==> src/rtl/ctrl_pkg.sv <==
// Shared encodings for the multi-cycle MIPS-subset controller: opcodes, functs,
// ALU operations, FSM states, datapath mux selects and the control word.
package ctrl_pkg;

    localparam int unsigned OP_W    = 6;
    localparam int unsigned FN_W    = 6;
    localparam int unsigned ALUOP_W = 3;

    localparam logic [OP_W-1:0] OP_RTYPE = 6'h00;
    localparam logic [OP_W-1:0] OP_J     = 6'h02;
    localparam logic [OP_W-1:0] OP_JAL   = 6'h03;
    localparam logic [OP_W-1:0] OP_BEQ   = 6'h04;
    localparam logic [OP_W-1:0] OP_BNE   = 6'h05;
    localparam logic [OP_W-1:0] OP_ADDI  = 6'h08;
    localparam logic [OP_W-1:0] OP_SLTI  = 6'h0a;
    localparam logic [OP_W-1:0] OP_ANDI  = 6'h0c;
    localparam logic [OP_W-1:0] OP_ORI   = 6'h0d;
    localparam logic [OP_W-1:0] OP_XORI  = 6'h0e;
    localparam logic [OP_W-1:0] OP_LUI   = 6'h0f;
    localparam logic [OP_W-1:0] OP_LW    = 6'h23;
    localparam logic [OP_W-1:0] OP_SW    = 6'h2b;

    localparam logic [FN_W-1:0] FN_SRL  = 6'h02;
    localparam logic [FN_W-1:0] FN_JR   = 6'h08;
    localparam logic [FN_W-1:0] FN_JALR = 6'h09;
    localparam logic [FN_W-1:0] FN_ADD  = 6'h20;
    localparam logic [FN_W-1:0] FN_SUB  = 6'h22;
    localparam logic [FN_W-1:0] FN_AND  = 6'h24;
    localparam logic [FN_W-1:0] FN_OR   = 6'h25;
    localparam logic [FN_W-1:0] FN_XOR  = 6'h26;
    localparam logic [FN_W-1:0] FN_SLT  = 6'h2a;

    typedef enum logic [ALUOP_W-1:0] {
        ALU_AND = 3'b000,
        ALU_OR  = 3'b001,
        ALU_ADD = 3'b010,
        ALU_XOR = 3'b011,
        ALU_SRL = 3'b101,
        ALU_SUB = 3'b110,
        ALU_SLT = 3'b111
    } alu_op_e;

    typedef enum logic [3:0] {
        ST_RESET, ST_FETCH, ST_DECODE, ST_MEM_ADDR, ST_MEM_READ, ST_MEM_WB,
        ST_MEM_WRITE, ST_EXEC_R, ST_EXEC_I, ST_ALU_WB, ST_BRANCH, ST_JUMP,
        ST_JAL, ST_JR
    } state_e;

    typedef enum logic [1:0] {
        PCSRC_ALU    = 2'b00,
        PCSRC_ALUOUT = 2'b01,
        PCSRC_JUMP   = 2'b10,
        PCSRC_REGA   = 2'b11
    } pc_src_e;

    typedef enum logic [1:0] {
        SRCB_B      = 2'b00,
        SRCB_FOUR   = 2'b01,
        SRCB_IMM    = 2'b10,
        SRCB_IMM_SH2 = 2'b11
    } alu_srcb_e;

    // Which ALU function a state needs: fixed add/sub or decoded from IR
    typedef enum logic [1:0] {
        CLS_ADD, CLS_SUB, CLS_RTYPE, CLS_ITYPE
    } alu_cls_e;

    typedef struct packed {
        logic      pc_write;
        logic      pc_write_cond;
        logic      bne;
        pc_src_e   pc_source;
        logic      iord;
        logic      mem_read;
        logic      mem_write;
        logic      ir_write;
        logic      alu_src_a;
        alu_srcb_e alu_src_b;
        alu_op_e   alu_op;
        logic      reg_dst;
        logic      mem_to_reg;
        logic      reg_write;
        logic      jal;
        logic      lui;
        logic      zero_ext;
        logic      instr_done;
        logic      illegal_op;
    } ctrl_t;

endpackage

==> src/rtl/multi_cycle_control_if.sv <==
// Controller <-> datapath bundle: IR fields and memory handshake in, control strobes out.
interface multi_cycle_control_if;
    import ctrl_pkg::*;

    logic [OP_W-1:0]    opcode;
    logic [FN_W-1:0]    funct;
    logic               mem_ready;
    logic               PCWrite;
    logic               PCWriteCond;
    logic               BNE;
    logic [1:0]         PCSource;
    logic               IorD;
    logic               MemRead;
    logic               MemWrite;
    logic               IRWrite;
    logic               ALUSrcA;
    logic [1:0]         ALUSrcB;
    logic [ALUOP_W-1:0] ALUop;
    logic               RegDst;
    logic               MemtoReg;
    logic               RegWrite;
    logic               Jal;
    logic               LUI;
    logic               signal;
    logic               instr_done;
    logic               illegal_op;

    modport master (
        input  opcode, funct, mem_ready,
        output PCWrite, PCWriteCond, BNE, PCSource, IorD, MemRead, MemWrite,
               IRWrite, ALUSrcA, ALUSrcB, ALUop, RegDst, MemtoReg, RegWrite,
               Jal, LUI, signal, instr_done, illegal_op
    );

    modport slave (
        output opcode, funct, mem_ready,
        input  PCWrite, PCWriteCond, BNE, PCSource, IorD, MemRead, MemWrite,
               IRWrite, ALUSrcA, ALUSrcB, ALUop, RegDst, MemtoReg, RegWrite,
               Jal, LUI, signal, instr_done, illegal_op
    );

endinterface

==> src/rtl/alu_op_decode.sv <==
// ALU operation and instruction-legality decode for the multi-cycle controller.
// Maps the state's ALU class plus IR opcode/funct to an ALUop.
module alu_op_decode
    import ctrl_pkg::*;
(
    input  alu_cls_e        cls,
    input  logic [OP_W-1:0] opcode,
    input  logic [FN_W-1:0] funct,
    output alu_op_e         aluop,
    output logic            illegal
);

    alu_op_e r_op;
    alu_op_e i_op;
    logic    r_ok;
    logic    i_ok;
    logic    legal;

    // R-type funct table; jr/jalr are legal but are dispatched away from EXEC_R
    always_comb begin
        r_op = ALU_ADD;
        r_ok = 1'b1;
        case (funct)
            FN_ADD:          r_op = ALU_ADD;
            FN_SUB:          r_op = ALU_SUB;
            FN_AND:          r_op = ALU_AND;
            FN_OR:           r_op = ALU_OR;
            FN_XOR:          r_op = ALU_XOR;
            FN_SLT:          r_op = ALU_SLT;
            FN_SRL:          r_op = ALU_SRL;
            FN_JR, FN_JALR:  r_op = ALU_ADD;
            default:         r_ok = 1'b0;
        endcase
    end

    // lui adds; the datapath's LUI mux places the immediate in the upper half
    always_comb begin
        i_op = ALU_ADD;
        i_ok = 1'b1;
        case (opcode)
            OP_ADDI: i_op = ALU_ADD;
            OP_SLTI: i_op = ALU_SLT;
            OP_ANDI: i_op = ALU_AND;
            OP_ORI:  i_op = ALU_OR;
            OP_XORI: i_op = ALU_XOR;
            OP_LUI:  i_op = ALU_ADD;
            default: i_ok = 1'b0;
        endcase
    end

    always_comb begin
        legal = 1'b0;
        case (opcode)
            OP_RTYPE:                                   legal = r_ok;
            OP_LW, OP_SW, OP_BEQ, OP_BNE, OP_J, OP_JAL: legal = 1'b1;
            default:                                    legal = i_ok;
        endcase
    end

    always_comb begin
        aluop = ALU_ADD;
        case (cls)
            CLS_SUB:   aluop = ALU_SUB;
            CLS_RTYPE: aluop = r_op;
            CLS_ITYPE: aluop = i_op;
            default:   aluop = ALU_ADD;
        endcase
    end

    assign illegal = !legal;

endmodule

==> src/rtl/multi_cycle_control.sv <==
// Moore sequencer stepping the shared MIPS-subset datapath through fetch/decode/execute.
// Define MC_CTRL_MEM_WAIT_EN to stall FETCH, MEM_READ and MEM_WRITE on mem_ready.
module multi_cycle_control
    import ctrl_pkg::*;
(
    input  logic                  clk,
    input  logic                  rst_n,
    multi_cycle_control_if.master bus
);

    state_e   state;
    state_e   state_nxt;
    logic     wb_rtype;
    logic     wb_rtype_nxt;
    ctrl_t    ctl;
    alu_cls_e cls;
    alu_op_e  aluop;
    logic     illegal;
    logic     mem_go;

`ifdef MC_CTRL_MEM_WAIT_EN
    assign mem_go = bus.mem_ready;
`else
    logic unused_mem_ready;
    assign unused_mem_ready = bus.mem_ready;
    assign mem_go = 1'b1;
`endif

    always_comb begin
        cls = CLS_ADD;
        case (state)
            ST_EXEC_R: cls = CLS_RTYPE;
            ST_EXEC_I: cls = CLS_ITYPE;
            ST_BRANCH: cls = CLS_SUB;
            default:   cls = CLS_ADD;
        endcase
    end

    alu_op_decode u_alu_op_decode (
        .cls     (cls),
        .opcode  (bus.opcode),
        .funct   (bus.funct),
        .aluop   (aluop),
        .illegal (illegal)
    );

    // wb_rtype remembers which execute state fed ALU_WB, since IR is not decoded there
    always_ff @(posedge clk or negedge rst_n) begin
        if (!rst_n) begin
            state    <= ST_RESET;
            wb_rtype <= 1'b0;
        end else begin
            state    <= state_nxt;
            wb_rtype <= wb_rtype_nxt;
        end
    end

    always_comb begin
        state_nxt    = state;
        wb_rtype_nxt = wb_rtype;
        ctl          = '0;
        case (state)
            ST_RESET: state_nxt = ST_FETCH;
            ST_FETCH: begin
                ctl.mem_read  = 1'b1;
                ctl.ir_write  = 1'b1;
                ctl.alu_src_b = SRCB_FOUR;
                ctl.alu_op    = aluop;
                ctl.pc_source = PCSRC_ALU;
                ctl.pc_write  = mem_go;
                if (mem_go) state_nxt = ST_DECODE;
            end
            ST_DECODE: begin
                ctl.alu_src_b = SRCB_IMM_SH2;
                ctl.alu_op    = aluop;
                if (illegal) begin
                    ctl.illegal_op = 1'b1;
                    state_nxt      = ST_FETCH;
                end else begin
                    case (bus.opcode)
                        OP_LW, OP_SW:     state_nxt = ST_MEM_ADDR;
                        OP_RTYPE:         state_nxt = (bus.funct == FN_JR || bus.funct == FN_JALR)
                                                      ? ST_JR : ST_EXEC_R;
                        OP_BEQ, OP_BNE:   state_nxt = ST_BRANCH;
                        OP_J:             state_nxt = ST_JUMP;
                        OP_JAL:           state_nxt = ST_JAL;
                        default:          state_nxt = ST_EXEC_I;
                    endcase
                end
            end
            ST_MEM_ADDR: begin
                ctl.alu_src_a = 1'b1;
                ctl.alu_src_b = SRCB_IMM;
                ctl.alu_op    = aluop;
                state_nxt     = (bus.opcode == OP_LW) ? ST_MEM_READ : ST_MEM_WRITE;
            end
            ST_MEM_READ: begin
                ctl.mem_read = 1'b1;
                ctl.iord     = 1'b1;
                if (mem_go) state_nxt = ST_MEM_WB;
            end
            ST_MEM_WB: begin
                ctl.reg_write  = 1'b1;
                ctl.mem_to_reg = 1'b1;
                ctl.instr_done = 1'b1;
                state_nxt      = ST_FETCH;
            end
            ST_MEM_WRITE: begin
                ctl.mem_write  = 1'b1;
                ctl.iord       = 1'b1;
                ctl.instr_done = mem_go;
                if (mem_go) state_nxt = ST_FETCH;
            end
            ST_EXEC_R: begin
                ctl.alu_src_a = 1'b1;
                ctl.alu_src_b = SRCB_B;
                ctl.alu_op    = aluop;
                wb_rtype_nxt  = 1'b1;
                state_nxt     = ST_ALU_WB;
            end
            ST_EXEC_I: begin
                ctl.alu_src_a = 1'b1;
                ctl.alu_src_b = SRCB_IMM;
                ctl.alu_op    = aluop;
                ctl.lui       = (bus.opcode == OP_LUI);
                ctl.zero_ext  = (bus.opcode == OP_ANDI) || (bus.opcode == OP_ORI) ||
                                (bus.opcode == OP_XORI);
                wb_rtype_nxt  = 1'b0;
                state_nxt     = ST_ALU_WB;
            end
            ST_ALU_WB: begin
                ctl.reg_write  = 1'b1;
                ctl.reg_dst    = wb_rtype;
                ctl.instr_done = 1'b1;
                state_nxt      = ST_FETCH;
            end
            ST_BRANCH: begin
                ctl.alu_src_a     = 1'b1;
                ctl.alu_src_b     = SRCB_B;
                ctl.alu_op        = aluop;
                ctl.pc_write_cond = 1'b1;
                ctl.pc_source     = PCSRC_ALUOUT;
                ctl.bne           = (bus.opcode == OP_BNE);
                ctl.instr_done    = 1'b1;
                state_nxt         = ST_FETCH;
            end
            ST_JUMP: begin
                ctl.pc_write   = 1'b1;
                ctl.pc_source  = PCSRC_JUMP;
                ctl.instr_done = 1'b1;
                state_nxt      = ST_FETCH;
            end
            ST_JAL: begin
                ctl.pc_write   = 1'b1;
                ctl.pc_source  = PCSRC_JUMP;
                ctl.reg_write  = 1'b1;
                ctl.jal        = 1'b1;
                ctl.instr_done = 1'b1;
                state_nxt      = ST_FETCH;
            end
            ST_JR: begin
                ctl.pc_write   = 1'b1;
                ctl.pc_source  = PCSRC_REGA;
                ctl.instr_done = 1'b1;
                if (bus.funct == FN_JALR) begin
                    ctl.reg_write = 1'b1;
                    ctl.jal       = 1'b1;
                    ctl.reg_dst   = 1'b1;
                end
                state_nxt = ST_FETCH;
            end
            default: state_nxt = ST_RESET;
        endcase
    end

    assign bus.PCWrite     = ctl.pc_write;
    assign bus.PCWriteCond = ctl.pc_write_cond;
    assign bus.BNE         = ctl.bne;
    assign bus.PCSource    = ctl.pc_source;
    assign bus.IorD        = ctl.iord;
    assign bus.MemRead     = ctl.mem_read;
    assign bus.MemWrite    = ctl.mem_write;
    assign bus.IRWrite     = ctl.ir_write;
    assign bus.ALUSrcA     = ctl.alu_src_a;
    assign bus.ALUSrcB     = ctl.alu_src_b;
    assign bus.ALUop       = ctl.alu_op;
    assign bus.RegDst      = ctl.reg_dst;
    assign bus.MemtoReg    = ctl.mem_to_reg;
    assign bus.RegWrite    = ctl.reg_write;
    assign bus.Jal         = ctl.jal;
    assign bus.LUI         = ctl.lui;
    assign bus.signal      = ctl.zero_ext;
    assign bus.instr_done  = ctl.instr_done;
    assign bus.illegal_op  = ctl.illegal_op;

endmodule

==> src/flat_wrapper.sv <==
// flat-port wrapper written by rule: the top's interface ports become plain ports
module multi_cycle_control_flat import ctrl_pkg::*;
  (clk, rst_n, bus_opcode, bus_funct, bus_mem_ready, bus_PCWrite, bus_PCWriteCond, bus_BNE, bus_PCSource, bus_IorD, bus_MemRead, bus_MemWrite, bus_IRWrite, bus_ALUSrcA, bus_ALUSrcB, bus_ALUop, bus_RegDst, bus_MemtoReg, bus_RegWrite, bus_Jal, bus_LUI, bus_signal, bus_instr_done, bus_illegal_op);
  multi_cycle_control_if bus_i ();
  input  logic clk;
  input  logic rst_n;
  input wire logic [$bits(bus_i.opcode)-1:0] bus_opcode;
  input wire logic [$bits(bus_i.funct)-1:0] bus_funct;
  input wire logic [$bits(bus_i.mem_ready)-1:0] bus_mem_ready;
  output wire logic [$bits(bus_i.PCWrite)-1:0] bus_PCWrite;
  output wire logic [$bits(bus_i.PCWriteCond)-1:0] bus_PCWriteCond;
  output wire logic [$bits(bus_i.BNE)-1:0] bus_BNE;
  output wire logic [$bits(bus_i.PCSource)-1:0] bus_PCSource;
  output wire logic [$bits(bus_i.IorD)-1:0] bus_IorD;
  output wire logic [$bits(bus_i.MemRead)-1:0] bus_MemRead;
  output wire logic [$bits(bus_i.MemWrite)-1:0] bus_MemWrite;
  output wire logic [$bits(bus_i.IRWrite)-1:0] bus_IRWrite;
  output wire logic [$bits(bus_i.ALUSrcA)-1:0] bus_ALUSrcA;
  output wire logic [$bits(bus_i.ALUSrcB)-1:0] bus_ALUSrcB;
  output wire logic [$bits(bus_i.ALUop)-1:0] bus_ALUop;
  output wire logic [$bits(bus_i.RegDst)-1:0] bus_RegDst;
  output wire logic [$bits(bus_i.MemtoReg)-1:0] bus_MemtoReg;
  output wire logic [$bits(bus_i.RegWrite)-1:0] bus_RegWrite;
  output wire logic [$bits(bus_i.Jal)-1:0] bus_Jal;
  output wire logic [$bits(bus_i.LUI)-1:0] bus_LUI;
  output wire logic [$bits(bus_i.signal)-1:0] bus_signal;
  output wire logic [$bits(bus_i.instr_done)-1:0] bus_instr_done;
  output wire logic [$bits(bus_i.illegal_op)-1:0] bus_illegal_op;
  assign bus_i.opcode = bus_opcode;
  assign bus_i.funct = bus_funct;
  assign bus_i.mem_ready = bus_mem_ready;
  assign bus_PCWrite = bus_i.PCWrite;
  assign bus_PCWriteCond = bus_i.PCWriteCond;
  assign bus_BNE = bus_i.BNE;
  assign bus_PCSource = bus_i.PCSource;
  assign bus_IorD = bus_i.IorD;
  assign bus_MemRead = bus_i.MemRead;
  assign bus_MemWrite = bus_i.MemWrite;
  assign bus_IRWrite = bus_i.IRWrite;
  assign bus_ALUSrcA = bus_i.ALUSrcA;
  assign bus_ALUSrcB = bus_i.ALUSrcB;
  assign bus_ALUop = bus_i.ALUop;
  assign bus_RegDst = bus_i.RegDst;
  assign bus_MemtoReg = bus_i.MemtoReg;
  assign bus_RegWrite = bus_i.RegWrite;
  assign bus_Jal = bus_i.Jal;
  assign bus_LUI = bus_i.LUI;
  assign bus_signal = bus_i.signal;
  assign bus_instr_done = bus_i.instr_done;
  assign bus_illegal_op = bus_i.illegal_op;
  multi_cycle_control u_core (.clk(clk), .rst_n(rst_n), .bus(bus_i));
endmodule
==> config.mk <==
export PLATFORM = sky130hd
export DESIGN_NAME = multi_cycle_control_flat
export DESIGN_NICKNAME = d
export VERILOG_FILES = /design/src/rtl/ctrl_pkg.sv /design/src/rtl/multi_cycle_control_if.sv /design/src/rtl/alu_op_decode.sv /design/src/rtl/multi_cycle_control.sv /design/src/flat_wrapper.sv
export SDC_FILE = /design/constraint.sdc
export NUM_CORES = 1
export LEC_CHECK = 0
export CAP_MARGIN = 20
export CORE_MARGIN = 2
export CORE_UTILIZATION = 40
export CTS_BUF_LIST = sky130_fd_sc_hd__clkbuf_4 sky130_fd_sc_hd__clkbuf_8
export DETAILED_ROUTE_END_ITERATION = 16
export MAX_ROUTING_LAYER = met4
export PLACE_DENSITY = 0.84
export SLEW_MARGIN = 5
export SYNTH_ARGS = -nofsm -noshare
export SYNTH_HDL_FRONTEND = slang
export SYNTH_SLANG_ARGS = --single-unit
==> constraint.sdc <==
create_clock -name clk -period 1.6 [get_ports clk]
set_input_delay 0.32 -clock clk [delete_from_list [all_inputs] [get_ports clk]]
set_output_delay 0.32 -clock clk [all_outputs]
set_load 0.01 [all_outputs]
==> flow_metrics.py, run 1 <==
metrics = {
    "status": {
        "outcome": "did not finish",
        "failed_stage": "global routing (5_1_grt)",
        "error": "[ERROR GRT-0232] Routing congestion too high. Check the congestion heatmap in the GUI.",
    },
    "clock_network": {
        "root_buffer": "clkbuf_4",
        "clock-sinks": 5,
        "cts-htree-levels": 1,
        "numCtsBuffers": 3,
        "cts_max_path_buffers": 2,
    },
    "logic_synthesis": {
        "ys_seq_area_share_pct": 14.0,
        "synthArstFlopShare_pct": 100,
        "yosysWarnings": 0,
        "synth-seq-cells": 5,
        "syn_area_per_cell_sq_um": 6.47,
        "synthDominantAreaCellType": "dfrtp_1",
        "ys_top_cells_by_area": "dfrtp_1, nor2_1, a21oi_1",
        "synthesis.nets": 153,
        "synthCells": 138,
        "yosysMostFrequentCell": "nor2_1",
        "ys.flop_type": "dfrtp_1",
        "syn-cell-area_sq_um": 893,
        "synth_top_area_share_pct": 14.0,
        "synth_edf_count": 0,
        "synth_common_cells": "nor2_1, nand2_1, a21oi_1, nor3_1",
        "synth_cell_types": 46,
    },
    "die": {
        "io-pin-count": 38,
        "initial_utilization_pct": 41.2,
        "num_rows": 17,
        "die_y_um": 51.3,
        "die_x_um": 51.3,
    },
    "grt": {
        "grt_overflow": 8,
        "grt_use_total_pct": 62.9,
        "grt_max_degree": 19,
    },
    "sta": {
        "worstEndpointGrtRepair": "bus_ALUop[1]",
        "endpoint_type": "output port",
    },
    "placement": {
        "detailed_place_hpwl_mm": 2.85,
        "post-place-cells": 238,
        "portBuffers": 36,
        "placed_area_sq_um": 1610,
        "dp_slack_ns": -1.00,
        "gp_congestion": 0.934,
    },
}
-- through the flow --
stage	utilization [%]	hold slack, ns
2_1_floorplan	-	0.0244
3_3_place_gp	74.4	0.508
3_5_place_dp	74.4	0.510
4_1_cts	85.3	0.277
-- logic make-up after synthesis --
logic type	share of synthesized area, %
flops	14.0
xor+xnor	0.981
simple gates	45.4
mux	2.24
buf+inv	7.56
compound gates	29.8
-- what timing repair did --
action | in CTS
buffers inserted | 12
setup endpoints to repair | 27
resized for setup | 192
pin swaps | 24
hold buffers | 0
-- layer usage --
metal  track usage [%]  overflow
met1              60.9         0
met2              85.3         3
met3              35.4         0
met4              64.0         5
met5                 -         -
==> inputs of run 2 (changes only) <==
Settings changed: CORE_AREA set to 2 2 63 65, CORE_MARGIN 2 to unset, CORE_UTILIZATION 40 to unset, CTS_BUF_LIST sky130_fd_sc_hd__clkbuf_4 sky130_fd_sc_hd__clkbuf_8 to unset, DIE_AREA set to 0 0 65 67, MAX_ROUTING_LAYER met4 to unset, PLACE_DENSITY 0.84 to unset, PLACE_DENSITY_LB_ADDON set to 0.15.
Clock period 1.6 ns to 2.1 ns, I/O delays scaled along.
==> run 2 against run 1 <==
Net effect: the flow now finishes without violations; synthesized cell count is the same; area after synthesis is the same.
==> flow_metrics.py, run 2 <==
metrics = {
    "status": {
        "outcome": "complete, no violations",
    },
    "hold_path": {
        "hp-class": "input pin to async pin",
    },
    "critical_path": {
        "reg2reg_depth": 4,
        "crit_chain": "buf_6, or3_4, buf_6, o211ai_4, o21bai_2, o311ai_4, nor2_1, buf_2",
        "r2r_slack_ns": 0.74,
        "worst_ep_required_time_ns": 1.68,
        "crit_path_frequent_cell": "buf_6",
        "crit_family": "simple AND/OR/NAND/NOR gates",
        "r2r_start": "u_core.state[1]",
        "cp-startpoint": "bus_funct[4]",
        "endpoint_kind": "output pin",
        "cp_max_fo": 3,
        "cp_num_buf_inv": 3,
        "cp_slowest_stage_delay_ns": 0.41,
        "crit_type": "input pin to output pin",
        "crit_cells": 8,
        "rr_endpoint": "u_core.state[1]",
        "slowest_stage": "or3_4",
        "arrival_ns": 1.66,
        "crit_path_start_kind": "input pin",
    },
    "routing": {
        "dr.pass1.iters": 4,
        "avgViaCountPerCell": 4.99,
        "postRouteWirelength_mm": 3.58,
        "route.vias.total": 1356,
        "first_iter_violations": 73,
        "wl_per_cell_um": 13.2,
        "drc_errors": 0,
        "final_antenna_net_count": 0,
    },
    "logic_synthesis": {
        "syn-cell-area_sq_um": 893,
        "yosysMostFrequentCell": "nor2_1",
        "synth_common_cells": "nor2_1, nand2_1, a21oi_1, nor3_1",
        "synth-seq-cells": 5,
        "ys_seq_area_share_pct": 14.0,
        "ys.flop_type": "dfrtp_1",
        "synth_top_area_share_pct": 14.0,
        "synthArstFlopShare_pct": 100,
        "synthCells": 138,
        "yosysWarnings": 0,
        "synthesis.nets": 153,
        "synthDominantAreaCellType": "dfrtp_1",
        "synth_cell_types": 46,
        "syn_area_per_cell_sq_um": 6.47,
        "ys_top_cells_by_area": "dfrtp_1, nor2_1, a21oi_1",
        "synth_edf_count": 0,
    },
    "cells_and_area": {
        "largest-register": "u_core.state",
        "largest_reg_flops": 4,
        "final_common_cell": "buf_4",
        "diodes": 0,
        "fillers": 376,
        "fin_nets": 240,
        "layout_common_cells": "buf_4, nor2_1, nand2_1, dlygate4sd2_1",
        "reg_top3": "u_core.state (4), u_core.wb_rtype (1)",
        "syn2layout_area_growth_pct": 102,
        "drive_above_1_share_pct": 48.7,
    },
    "die": {
        "die_y_um": 67,
        "core_sq_um": 3610,
        "die_area_sq_um": 4360,
        "io-pin-count": 38,
        "initial_utilization_pct": 24.8,
        "num_rows": 22,
        "die_x_um": 65,
    },
    "sta": {
        "relSlewSlack_pct": 78.5,
        "worstMarginPinSlew_ns": 0.320,
        "fin_tns_setup_ns": 0,
        "skew_ns": 0.00357,
        "fin_ws_ns": 0.0245,
        "slew_violations": 0,
        "setup_viol": 0,
        "hold_viol": 0,
        "period_share_pct": 98.8,
        "grt_setup_unrepaired": "true",
        "fin_crit_ns": 2.08,
        "max_freq_mhz": 482,
    },
    "placement": {
        "detailed_place_hpwl_mm": 2.77,
        "dp_slack_ns": -0.748,
        "portBuffers": 36,
        "gp_congestion": 0.812,
    },
    "run": {
        "drv.max_cap_violation_count": 0,
    },
    "grt": {
        "grt_first_pass_wirelength_mm": 5.66,
        "antenna_found_initial": 0,
        "grt_pass1_vias": 1267,
        "grt_overflow": 0,
        "grt_max_degree": 16,
        "grt_use_total_pct": 16.5,
    },
    "clock_network": {
        "cts-htree-levels": 1,
        "numCtsBuffers": 3,
        "clock_latency_ns": 0.22,
        "cts-hold-fix-buffers": 0,
        "root_buffer": "clkbuf_8",
        "clock-sinks": 5,
        "cts_max_path_buffers": 2,
        "clk_pin_slew_ns": 0.04,
        "cts_tree": "done",
    },
    "power_and_ir_drop": {
        "p_leak_nw": 0.874,
        "ir_drop_mv": 0.280,
        "pwr_density_cell_nw_per_um2": 966,
    },
}
## run 2: cell counts after synthesis
No cell type changed its count.
## run 2: logic make-up after synthesis
| logic type | synth area share, % |
|---|---|
| xor+xnor | 0.981 |
| mux | 2.24 |
| flops | 14.0 |
| simple gates | 45.4 |
| compound gates | 29.8 |
| buf+inv | 7.56 |
## run 2: repair_timing
| action | 4_1_cts | 5_1_grt |
|---|---|---|
| pin swaps | 14 | 8 |
| setup endpoints to repair | 22 | 11 |
| buffers inserted | 6 | 2 |
| gates resized for setup | 90 | 26 |
## run 2: stage by stage
step | util (%) | hold slack, ns | std cells | power [mW] | area, sq um
finish | 49.9 | 0.421 | 272 | 1.74 | 1800
global route | 49.9 | 0.441 | 272 | 1.87 | 1800
global placement | 45.0 | 0.553 | 260 | 1.52 | 1620
detailed placement | 45.0 | 0.537 | 260 | 1.53 | 1620
CTS | 48.8 | 0.428 | 270 | 1.73 | 1760
floorplan | - | 0.124 | 138 | 0.784 | 893
## run 2: worst max path at each step
stage                                end  slack [ns]
final                     bus_illegal_op        0.02
after global routing      bus_illegal_op       -0.03
after CTS                 bus_illegal_op       -0.04
after detailed placement  bus_illegal_op       -0.75
after global placement        bus_RegDst       -0.65
after floorplan               bus_RegDst        0.24
## run 2: area by class of cell
class | instances | area (sq um) | share of cell area (%)
Sequential cell | 5 | 126 | 7.02
Tap cell | 48 | 60.1 | 3.34
Clock buffer | 4 | 45.0 | 2.50
Multi-Input combinational cell | 118 | 845 | 46.9
Inverter | 6 | 22.5 | 1.25
Timing Repair Buffer | 91 | 702 | 39.0
## run 2: worst register-to-register path, cell delays in order (launching register included)
cell	delay, ns
dfrtp_2	0.39
inv_2	0.09
buf_4	0.14
o311a_2	0.39
a31o_2	0.22
## run 2: per-layer routing
| layer | up-vias | GRT usage [%] | routed length, um |
|---|---|---|---|
| met5 | - | 0 | 0 |
| met4 | 0 | 1.60 | 16 |
| met3 | 2 | 2.20 | 178 |
| met2 | 45 | 31.7 | 1870 |
| met1 | 633 | 19.9 | 1520 |
| li1 | 676 | - | - |
## run 2: power breakdown
part	total (mW)	switching, mW	internal, mW	leakage, nW
clock	0.175	0.0451	0.130	0.0228
sequential	0.180	0.0420	0.138	0.0580
combinational	1.38	0.671	0.713	0.793
Power figures use the tool's default switching activity.
